<file path="config.mk">
export PLATFORM = sky130hd
export DESIGN_NAME = cpu_control_unit
export DESIGN_NICKNAME = d
export VERILOG_FILES = /design/src/rtl/cpu_pkg.sv /design/src/rtl/cpu_decoder.sv /design/src/rtl/cpu_control_unit.sv
export SDC_FILE = /design/constraint.sdc
export NUM_CORES = 1
export LEC_CHECK = 0
export CAP_MARGIN = 20
export CORE_ASPECT_RATIO = 0.75
export CORE_MARGIN = 4
export CORE_UTILIZATION = 43
export CTS_BUF_LIST = sky130_fd_sc_hd__clkbuf_4 sky130_fd_sc_hd__clkbuf_8 sky130_fd_sc_hd__clkbuf_16
export DETAILED_ROUTE_END_ITERATION = 10
export MAX_ROUTING_LAYER = met4
export PLACE_DENSITY_LB_ADDON = 0.1
export SYNTH_ARGS = -nofsm -noshare
export SYNTH_HDL_FRONTEND = slang
export SYNTH_SLANG_ARGS = --single-unit
</file>
<file path="constraint.sdc">
create_clock -name clk -period 2.81 [get_ports clk]
set_clock_uncertainty 0.15 [all_clocks]
set_input_delay 0.4215 -clock clk [delete_from_list [all_inputs] [get_ports clk]]
set_output_delay 0.4215 -clock clk [all_outputs]
set_load 0.005 [all_outputs]
</file>
<file path="src/rtl/cpu_pkg.sv">
// Shared types for the 16-bit CPU control path: opcodes, ALU selects,
// sequencer states and the decoded control bundle.
package cpu_pkg;

    typedef enum logic [3:0] {
        OP_NOP  = 4'h0,
        OP_ADD  = 4'h1,
        OP_SUB  = 4'h2,
        OP_AND  = 4'h3,
        OP_OR   = 4'h4,
        OP_XOR  = 4'h5,
        OP_SHL  = 4'h6,
        OP_SHR  = 4'h7,
        OP_ADDI = 4'h8,
        OP_LD   = 4'h9,
        OP_ST   = 4'hA,
        OP_BEQ  = 4'hB,
        OP_JMP  = 4'hC,
        OP_HALT = 4'hF
    } op_t;

    localparam logic [2:0] ALU_ADD = 3'b000;
    localparam logic [2:0] ALU_SUB = 3'b001;
    localparam logic [2:0] ALU_AND = 3'b010;
    localparam logic [2:0] ALU_OR  = 3'b011;
    localparam logic [2:0] ALU_XOR = 3'b100;
    localparam logic [2:0] ALU_SHL = 3'b101;
    localparam logic [2:0] ALU_SHR = 3'b110;
    localparam logic [2:0] ALU_MEM = 3'b111;

    typedef enum logic [3:0] {
        S_IDLE,
        S_FETCH,
        S_WAIT_MEM,
        S_DECODE,
        S_EXEC,
        S_WAIT_ALU,
        S_WB,
        S_HALT,
        S_FAULT
    } cu_state_t;

    localparam int OP_LSB  = 12;
    localparam int RD_LSB  = 9;
    localparam int RS1_LSB = 6;
    localparam int RS2_LSB = 3;

    typedef struct packed {
        logic [2:0] alu_sel;
        logic [2:0] rf_wr_sel;
        logic [2:0] reg_1_sel;
        logic [2:0] reg_2_sel;
        logic       pc_sel;
        logic       r1_sel;
        logic       r2_sel;
        logic       rf_write_sel;
        logic       write_rf_bool;
    } ctrl_t;

    function automatic logic [2:0] reg_field(logic [15:0] ir, int lsb);
        return ir[lsb +: 3];
    endfunction

endpackage

</file>
<file path="src/rtl/cpu_decoder.sv">
// Combinational instruction decoder: IR plus the BEQ equality flag
// become the datapath control bundle and instruction class flags.
module cpu_decoder
    import cpu_pkg::*;
(
    input  logic [15:0] ir,
    input  logic        eq,
    output ctrl_t       ctrl,
    output logic        is_nop,
    output logic        is_halt,
    output logic        illegal
);

    op_t op;

    always_comb begin
        op                = op_t'(ir[OP_LSB +: 4]);
        ctrl              = '0;
        ctrl.rf_wr_sel    = reg_field(ir, RD_LSB);
        ctrl.reg_1_sel    = reg_field(ir, RS1_LSB);
        ctrl.reg_2_sel    = reg_field(ir, RS2_LSB);
        is_nop            = 1'b0;
        is_halt           = 1'b0;
        illegal           = 1'b0;
        unique case (op)
            OP_NOP:  is_nop = 1'b1;
            OP_ADD:  begin ctrl.alu_sel = ALU_ADD; ctrl.rf_write_sel = 1'b1; ctrl.write_rf_bool = 1'b1; end
            OP_SUB:  begin ctrl.alu_sel = ALU_SUB; ctrl.rf_write_sel = 1'b1; ctrl.write_rf_bool = 1'b1; end
            OP_AND:  begin ctrl.alu_sel = ALU_AND; ctrl.rf_write_sel = 1'b1; ctrl.write_rf_bool = 1'b1; end
            OP_OR:   begin ctrl.alu_sel = ALU_OR;  ctrl.rf_write_sel = 1'b1; ctrl.write_rf_bool = 1'b1; end
            OP_XOR:  begin ctrl.alu_sel = ALU_XOR; ctrl.rf_write_sel = 1'b1; ctrl.write_rf_bool = 1'b1; end
            OP_SHL:  begin ctrl.alu_sel = ALU_SHL; ctrl.rf_write_sel = 1'b1; ctrl.write_rf_bool = 1'b1; end
            OP_SHR:  begin ctrl.alu_sel = ALU_SHR; ctrl.rf_write_sel = 1'b1; ctrl.write_rf_bool = 1'b1; end
            OP_ADDI: begin
                ctrl.alu_sel       = ALU_ADD;
                ctrl.r2_sel        = 1'b1;
                ctrl.rf_write_sel  = 1'b1;
                ctrl.write_rf_bool = 1'b1;
            end
            OP_LD:   begin ctrl.alu_sel = ALU_MEM; ctrl.r2_sel = 1'b1; ctrl.write_rf_bool = 1'b1; end
            OP_ST:   begin ctrl.alu_sel = ALU_MEM; ctrl.r2_sel = 1'b1; end
            OP_BEQ:  begin
                ctrl.alu_sel = ALU_ADD;
                ctrl.r1_sel  = 1'b1;
                ctrl.r2_sel  = 1'b1;
                ctrl.pc_sel  = eq;
            end
            OP_JMP:  begin
                ctrl.alu_sel = ALU_ADD;
                ctrl.r1_sel  = 1'b1;
                ctrl.r2_sel  = 1'b1;
                ctrl.pc_sel  = 1'b1;
            end
            OP_HALT: is_halt = 1'b1;
            default: illegal = 1'b1;
        endcase
    end

endmodule

</file>
<file path="src/rtl/cpu_control_unit.sv">
// Multi-cycle sequencer: fetch over the request/ready port, decode,
// start the datapath and wait for its completion, then update the PC.
module cpu_control_unit
    import cpu_pkg::*;
#(
    parameter int          ALU_TIMEOUT = 64,
    parameter logic [15:0] RESET_PC    = 16'h0000
) (
    input  logic        clk,
    input  logic        reset,
    input  logic        run,
    output logic        imem_req,
    output logic [15:0] imem_addr,
    input  logic [15:0] imem_rdata,
    input  logic        imem_ready,
    output logic [15:0] ir,
    output logic [15:0] pc,
    input  logic [15:0] dp_pc_out,
    input  logic        dp_done,
    input  logic [15:0] reg_1_val,
    input  logic [15:0] reg_2_val,
    output logic [2:0]  rf_wr_sel,
    output logic [2:0]  reg_1_sel,
    output logic [2:0]  reg_2_sel,
    output logic [2:0]  ALU_sel,
    output logic        PC_sel,
    output logic        R1_sel,
    output logic        R2_sel,
    output logic        rf_write_sel,
    output logic        write_rf_bool,
    output logic        begin_instruction,
    output logic        halted,
    output logic        fault
);

    localparam int               CNT_W   = $clog2(ALU_TIMEOUT) + 1;
    localparam logic [CNT_W-1:0] CNT_MAX = CNT_W'(ALU_TIMEOUT - 1);

    cu_state_t        state_q, state_d;
    logic [15:0]      pc_q, pc_d;
    logic [15:0]      ir_q, ir_d;
    ctrl_t            ctrl_q, ctrl_d;
    logic             halted_q, halted_d;
    logic             fault_q, fault_d;
    logic [CNT_W-1:0] cnt_q, cnt_d;

    ctrl_t dec_ctrl;
    logic  dec_nop;
    logic  dec_halt;
    logic  dec_illegal;

    cpu_decoder u_dec (
        .ir      (ir_q),
        .eq      (reg_1_val == reg_2_val),
        .ctrl    (dec_ctrl),
        .is_nop  (dec_nop),
        .is_halt (dec_halt),
        .illegal (dec_illegal)
    );

    always_comb begin
        state_d  = state_q;
        pc_d     = pc_q;
        ir_d     = ir_q;
        ctrl_d   = ctrl_q;
        halted_d = halted_q;
        fault_d  = fault_q;
        cnt_d    = cnt_q;
        unique case (state_q)
            S_IDLE:     if (run) state_d = S_FETCH;
            S_FETCH:    state_d = S_WAIT_MEM;
            S_WAIT_MEM: begin
                if (imem_ready) begin
                    ir_d    = imem_rdata;
                    state_d = S_DECODE;
                end
            end
            S_DECODE: begin
                ctrl_d = dec_ctrl;
                if (dec_nop) begin
                    pc_d    = pc_q + 16'd1;
                    state_d = S_FETCH;
                end else if (dec_halt) begin
                    halted_d = 1'b1;
                    state_d  = S_HALT;
                end else if (dec_illegal) begin
                    fault_d = 1'b1;
                    state_d = S_FAULT;
                end else begin
                    state_d = S_EXEC;
                end
            end
            S_EXEC: begin
                cnt_d   = '0;
                state_d = S_WAIT_ALU;
            end
            S_WAIT_ALU: begin
                // completion takes priority over a timeout in the same cycle
                if (dp_done) begin
                    state_d = S_WB;
                end else if (cnt_q == CNT_MAX) begin
                    fault_d = 1'b1;
                    state_d = S_FAULT;
                end else begin
                    cnt_d = cnt_q + 1'b1;
                end
            end
            S_WB: begin
                pc_d                 = dp_pc_out;
                ctrl_d.write_rf_bool = 1'b0;
                state_d              = run ? S_FETCH : S_IDLE;
            end
            S_HALT:  state_d = S_HALT;
            S_FAULT: state_d = S_FAULT;
            default: state_d = S_IDLE;
        endcase
    end

    always_ff @(posedge clk) begin
        if (reset) begin
            state_q  <= S_IDLE;
            pc_q     <= RESET_PC;
            ir_q     <= '0;
            ctrl_q   <= '0;
            halted_q <= 1'b0;
            fault_q  <= 1'b0;
            cnt_q    <= '0;
        end else begin
            state_q  <= state_d;
            pc_q     <= pc_d;
            ir_q     <= ir_d;
            ctrl_q   <= ctrl_d;
            halted_q <= halted_d;
            fault_q  <= fault_d;
            cnt_q    <= cnt_d;
        end
    end

    // gated by reset so the request drops in the very cycle reset is seen
    assign imem_req = ~reset &
                      ((state_q == S_FETCH) | (state_q == S_WAIT_MEM));

    assign imem_addr         = pc_q;
    assign pc                = pc_q;
    assign ir                = ir_q;
    assign begin_instruction = (state_q == S_EXEC);
    assign halted            = halted_q;
    assign fault             = fault_q;
    assign rf_wr_sel         = ctrl_q.rf_wr_sel;
    assign reg_1_sel         = ctrl_q.reg_1_sel;
    assign reg_2_sel         = ctrl_q.reg_2_sel;
    assign ALU_sel           = ctrl_q.alu_sel;
    assign PC_sel            = ctrl_q.pc_sel;
    assign R1_sel            = ctrl_q.r1_sel;
    assign R2_sel            = ctrl_q.r2_sel;
    assign rf_write_sel      = ctrl_q.rf_write_sel;
    assign write_rf_bool     = ctrl_q.write_rf_bool;

endmodule
</file>
==> parameters.txt <==
Parameter                              Value

Cells and area
  Cell Count, Final, Fillers Out    614
  Area Growth Syn to Fin    45.3%
  Count of filler cells inserted in the layout    626
  Top library cells by usage in the layout, fill and taps aside    clkdlybuf4s50_1 (136), nand2_1 (72), dfxtp_1 (62), a21oi_1 (42), nor2_1 (34)
  Footprint of the flip-flops and latches    0.00124 mm²
  Commonest non-fill, non-tap cell in the layout    clkdlybuf4s50_1
  Ratio of cells with drive above 1 in the final layout    6.20%
  Total area of multi-input combinational cells    0.00164 mm²
  Antenna cells    0
  Count of nets after finishing    a little under 600

Worst setup path
  Reg-to-reg critical path startpoint    ir[13]$_SDFFE_PP0P_
  Critical Path, Cell by Cell    nor2_1, nand3b_1, inv_1, clkdlybuf4s50_1
  Setup CP Type    reg -> out
  Launching instance or port of the critical path    state_q[0]$_SDFFE_PP0P_
  CP max stage delay    510 ps
  Data arrival, critical path    approximately 1900 ps
  Data required time of the critical path    2240 ps
  Total buffers and inverters traversed by the critical path    2
  Cell at the slowest stage of the critical path    clkdlybuf4s50_1
  Endpoint class of the critical path    output port
  Startpoint type of the worst setup path    flip-flop
  Top delay family on crit path    buffers and inverters
  Top fanout value on the critical path    12

Synthesis
  Flip-flop and latch count after synthesis    62
  Asr flop ratio synth    0%
  Most instantiated flip-flop cell in the synthesis netlist    dfxtp_1
  Area contributors post-synth    dfxtp_1 (39%), nand2_1 (8.4%), a21oi_1 (6.5%)
  Yosys warning count    0
  Sequential area share after synthesis    38.6%
  Synthesized net count    477
  Post-Synthesis Cell Area    ~0.0032 mm²
  Yosys top cell area share    around two fifths
  Number of synthesized flops with an enable pin    0
  Synth cell types    47
  Post-Syn Area per Cell    7.91 µm²
  Cell taking the most area after synthesis    dfxtp_1
  Post-Synthesis Cells    between 400 and 500

Job
  Max-capacitance violation count    0

STA
  Final Max Slew Viols    0
  Crit path setup slack, layout    312 ps
  Worst hold-check slack    304 ps
  Number of failing setup endpoints in the final timing report    0
  Slew at the pin with the worst max-slew slack    726 ps
  Share of the clock period used by the worst path    88.9%
  Fmax    between 0.4 and 0.5 GHz
  Accumulated negative setup slack    0 ps
  Min Clock Period, post-route    2500 ps
  Setup repair after global routing missed its margin    false
  Worst slew margin relative to its limit    51.5%
  Hold Vio Cnt, Final    0

Clocking
  Number of cells upsized or downsized after cts    0
  Number of clock sinks seen by CTS    62
  Post-CTS Setup Bufs    0
  Clock latency on the worst-skew pair    350 ps
  Number of levels the H-tree was split into    3
  Clock slew at the register clock pins of the worst setup and hold paths    approximately 70 ps
  Number of buffers created by CTS    9
  Number of buffers between clock root and the deepest sink    2
  Clock tree from TritonCTS    built
  Number of buffers inserted for hold repair after clock tree synthesis    0
  Master cell of the clock root buffer    clkbuf_8

Floorplanning
  Core Box Area    about 0.0070 mm²
  Initial Utilization    45.7%
  Placement Rows    26
  Ports    138
  Floorplan die height    82.8 µm
  Die ar.    0.00893 mm²
  Chip width    about 110 µm

Drt
  Detailed Routing Iterations Pass 1    4
  WL per Instance    14.6 µm
  First-iteration detailed-routing DRC count    113
  Count of unresolved DRC violations after routing    0
  Number of antenna-violating nets in the routed design    0
  Post-Route WL    about 9 mm
  Vias after detailed routing    roughly 3.1k
  Vias/cell    5.13

Place
  Number of instances in the placed design    598
  Routability-driven placement congestion ratio    0.880
  Worst slack at placement    304 ps
  Dpl hpwl    6.72 mm
  Input/output buffers    137

Global routing
  Maximum number of pins on one net before global-route repair    58
  Wire length of the first global-routing pass    14.9 mm
  Number of antenna violations at the first check in global routing    0
  Global-route total usage across every layer    21.2%
  Congestion Overflow GR    0
  Vias in the first global route    between 3k and 4k

Run status
  Outcome    finished, final reports clean

Pwr
  Leak pwr    1.56 nW
  Largest vdd supply drop    ~0.47 mV
  Power Density    ~460 mW/mm²
  Total chip power    roughly 2.1 mW

Worst hold path
  Hold wc startpoint    reg_2_sel[0]$_SDFFE_PP0P_
  Min-Delay Path Class    reg -> reg
-- worst min-delay path, cell delays in order (launching register included) --
cell and delay (ps):
dfxtp_1 310, nand2_1 50, a21oi_1 50
-- layout make-up --
cell class	instances	area share [%]
clock buffers	9	2.65
repair buffers	143	30.2
multi-input cells	287	35.1
flip-flops and latches	62	26.6
clock inverters	7	2.12
well taps	98	2.63
inverters	8	0.643
-- layer usage --
metal	global-route usage [%]	up-vias	part of all wire, %
li1	-	1589	-
met5	-	-	0
met2	33.8	112	47
met1	25.2	1433	43
met4	5.28	0	1.3
met3	8.29	14	8.1
-- power breakdown --
part	switching, mW	leakage [nW]	internal, mW
registers	0.0354	0.500	0.901
logic	0.140	0.953	0.180
clock network	0.375	0.109	0.502
-- worst paths after layout --
check / to / slack [ps] / depth (start not counted)
max: begin_instruction / 310 / 4
min: reg_2_sel[0]$_SDFFE_PP0P_ / 300 / 2
max reg2reg: imem_addr[12]$_SDFFE_PP0P_ / 540 / 5
min reg2reg: reg_2_sel[0]$_SDFFE_PP0P_ / 300 / 2
-- cell families (layout without fill, tap and decap cells) --
family	Yosys count	after routing	share of synthesized area, %
and+or+nand+nor	167	167	24.9
muxes	1	1	0.312
xor gates and xnor gates	31	31	8.45
DFF	62	62	38.6
AOI/OAI and AO/OA	86	86	16.6
buffers and inverters	57	167	10.3
adders and majority gates	2	2	0.779
-- Yosys cell counts (all sizes together), types with 2 or more instances --
cell	count
a2111o	2
a211oi	10
a21oi	42
a22oi	3
a311oi	5
a31oi	2
and2	2
and3	3
and4	2
buf	28
clkbuf	21
dfxtp	62
ha	2
inv	8
nand2	72
nand3	13
nand4	8
nor2	35
nor2b	2
nor3	8
nor3b	3
nor4	8
o211ai	3
o21ai	12
or2	2
or3	3
xnor2	9
xor2	22
-- through the flow --
step,area (µm²),util (%)
2_1_floorplan,3210,-
3_3_place_gp,4450,63.3
3_5_place_dp,4450,63.3
4_1_cts,4670,66.4
5_1_grt,4670,66.4
6_report,4670,66.4
-- sequential cells by signal (all words and copies together) (netlist names) --
name	count
imem_addr	16
ir	16
cnt_q	7
state_q	4
ALU_sel	3
reg_1_sel	3
reg_2_sel	3
rf_wr_sel	3
PC_sel	1
R1_sel	1
R2_sel	1
fault	1
halted	1
rf_write_sel	1
write_rf_bool	1
(Power assumes the default switching activity.)
==> variant, RTL diff (same flow settings) <==
Set the parameter `ALU_TIMEOUT` to 32 (it was 64).
--- a/src/rtl/cpu_control_unit.sv
+++ b/src/rtl/cpu_control_unit.sv
@@ -5,3 +5,3 @@
 #(
-    parameter int          ALU_TIMEOUT = 64,
+    parameter int          ALU_TIMEOUT = 32,
     parameter logic [15:0] RESET_PC    = 16'h0000
Function: no difference found for any inputs over 10 cycles, from zero or initial values and one cycle with reset high; that may be too few to reach the edited logic, so the function may still have changed.
==> variant against the original RTL <==
Count of clock-buffer cells in the layout unchanged. Design area grew 1.3%. Core utilization fell by 2.2 points. Sequential cell count decreased by 1. Die area is 1.7% higher. Power is 1.3% lower. Wire length grew 8.3%. Area after synthesis up 1.8%. Worst setup slack got worse by 0.080 ns. Critical endpoint unchanged. Largest cell class unchanged.
==> variant: results (changes against the original RTL) <==
[detailed_routing]
routed_wl_um = 9710  ; was 8970 µm
vias_per_cell = 5.29  ; was 5.13
firstDrtPassIters = 5  ; was 4
vias = 3291  ; was 3,148
drt-initial-drc-count = 195  ; was 113

[setup_path]
max_stage_delay_ns = 0.54  ; was 0.51 ns
cp-endpoint = begin_instruction  ; unchanged
rr_endpoint = imem_addr[13]  ; was imem_addr[12]
rrSetupSlack_ns = 0.42  ; was 0.54 ns
critPathMaxFanout = 11  ; was 12
crit_arrival_ns = 2.01  ; was 1.93 ns
rr_worst_depth = 4  ; was 5

[sta]
finalCritPeriodShare_pct = 91.7  ; was 88.9%
worst_slew_margin_rel_pct = 33.1  ; was 51.5%

[place]
dp_slack_ns = 0.441  ; was 0.304 ns
dp_hpwl_um = 7220  ; was 6720 µm
gp_congestion = 0.808  ; was 0.880
placed_area_mm2 = 0.00453  ; was 0.00445 mm²
place_inst = 606  ; was 598

[yosys]
synth.yosys.seq_area_share_pct = 37.3  ; was 38.6%
syn_area_per_cell_um2 = 7.94  ; was 7.91 µm²
synthTopCellsByCount = nand2_1 (70), dfxtp_1 (61), a21oi_1 (41), buf_4 (25), clkbuf_1 (25)  ; was nand2_1 (72), dfxtp_1 (62), a21oi_1 (42), nor2_1 (34), buf_4 (25)
synthTopCellsByArea = dfxtp_1 (37%), nand2_1 (8.0%), a21oi_1 (6.3%)  ; was dfxtp_1 (39%), nand2_1 (8.4%), a21oi_1 (6.5%)
syn_nets = 483  ; was 477

[finish]
seq_area_mm2 = 0.00122  ; was 0.00124 mm²
drive_gt1_share_pct = 6.53  ; was 6.20%
fill_cells = 648  ; was 626
nets = 587  ; was 582

[global_routing]
grt_max_degree = 62  ; was 58
grt_pass1_wl_um = 15200  ; was 14,900 µm
track_usage_pct = 21.3  ; was 21.2%

[pwr]
irDropWorstVdd_v = 0.000368  ; was 0.000468 V
power_leakage_uw = 0.00158  ; was 0.00156 µW

[clock_tree]
cts_setup_buffers = 0  ; unchanged

[outcome]
run_status = finished, final reports clean  ; unchanged

==> variant: how the worst min path moves through the flow <==
stage | startpoint | to | slack (ns) | cells past startpoint
final | reg_1_sel[0] | reg_1_sel[0] | 0.30 | 2
after global routing | fault | fault | 0.33 | 2
after CTS | rf_write_sel | rf_write_sel | 0.30 | 2
after detailed placement | fault | fault | 0.29 | 2
after global placement | fault | fault | 0.29 | 2
after floorplan | fault | fault | 0.29 | 2
==> variant: area by class of cell <==
| type | count | area share (%) |
|---|---|---|
| clock buffers | 9 | 2.62 |
| clock inverters | 7 | 1.59 |
| inverters | 8 | 0.635 |
| multi-input cells | 288 | 36.0 |
| flip-flops and latches | 61 | 25.8 |
| well taps | 101 | 2.67 |
| repair buffers | 148 | 30.6 |
==> variant: logic make-up (layout without fill, tap and decap cells) <==
group / count (synthesis) / after routing / share of synthesized area [%]
multiplexers: 2 / 2 / 0.612
flip-flops: 61 / 61 / 37.3
buffers and inverters: 63 / 172 / 10.6
XOR/XNOR: 26 / 26 / 6.96
AO/OA/AOI/OAI: 89 / 89 / 17.6
AND/OR/NAND/NOR: 169 / 169 / 26.1
adder cells (fa/ha/maj): 2 / 2 / 0.765
==> variant: report_power, final <==
part,total [µW],internal (µW),switching (µW)
logic,407,222,186
registers,918,893,25.8
clock network,779,411,367
total,2100,1530,579
==> variant: per-layer routing <==
| metal | up-vias | share of wire [%] | global-route usage (%) |
|---|---|---|---|
| li1 | 1651 | - | - |
| met1 | 1518 | 45 | 26.7 |
| met2 | 109 | 45 | 33.3 |
| met3 | 13 | 9.0 | 6.73 |
| met4 | 0 | 1.1 | 5.62 |
| met5 | - | 0 | - |
==> variant: worst reg2reg max path: stages, from the launching register on <==
cell and delay, ns:
dfxtp_1 0.53, or4bb_1 0.46, or3_4 0.44, or4_1 0.48, a311oi_1 0.25
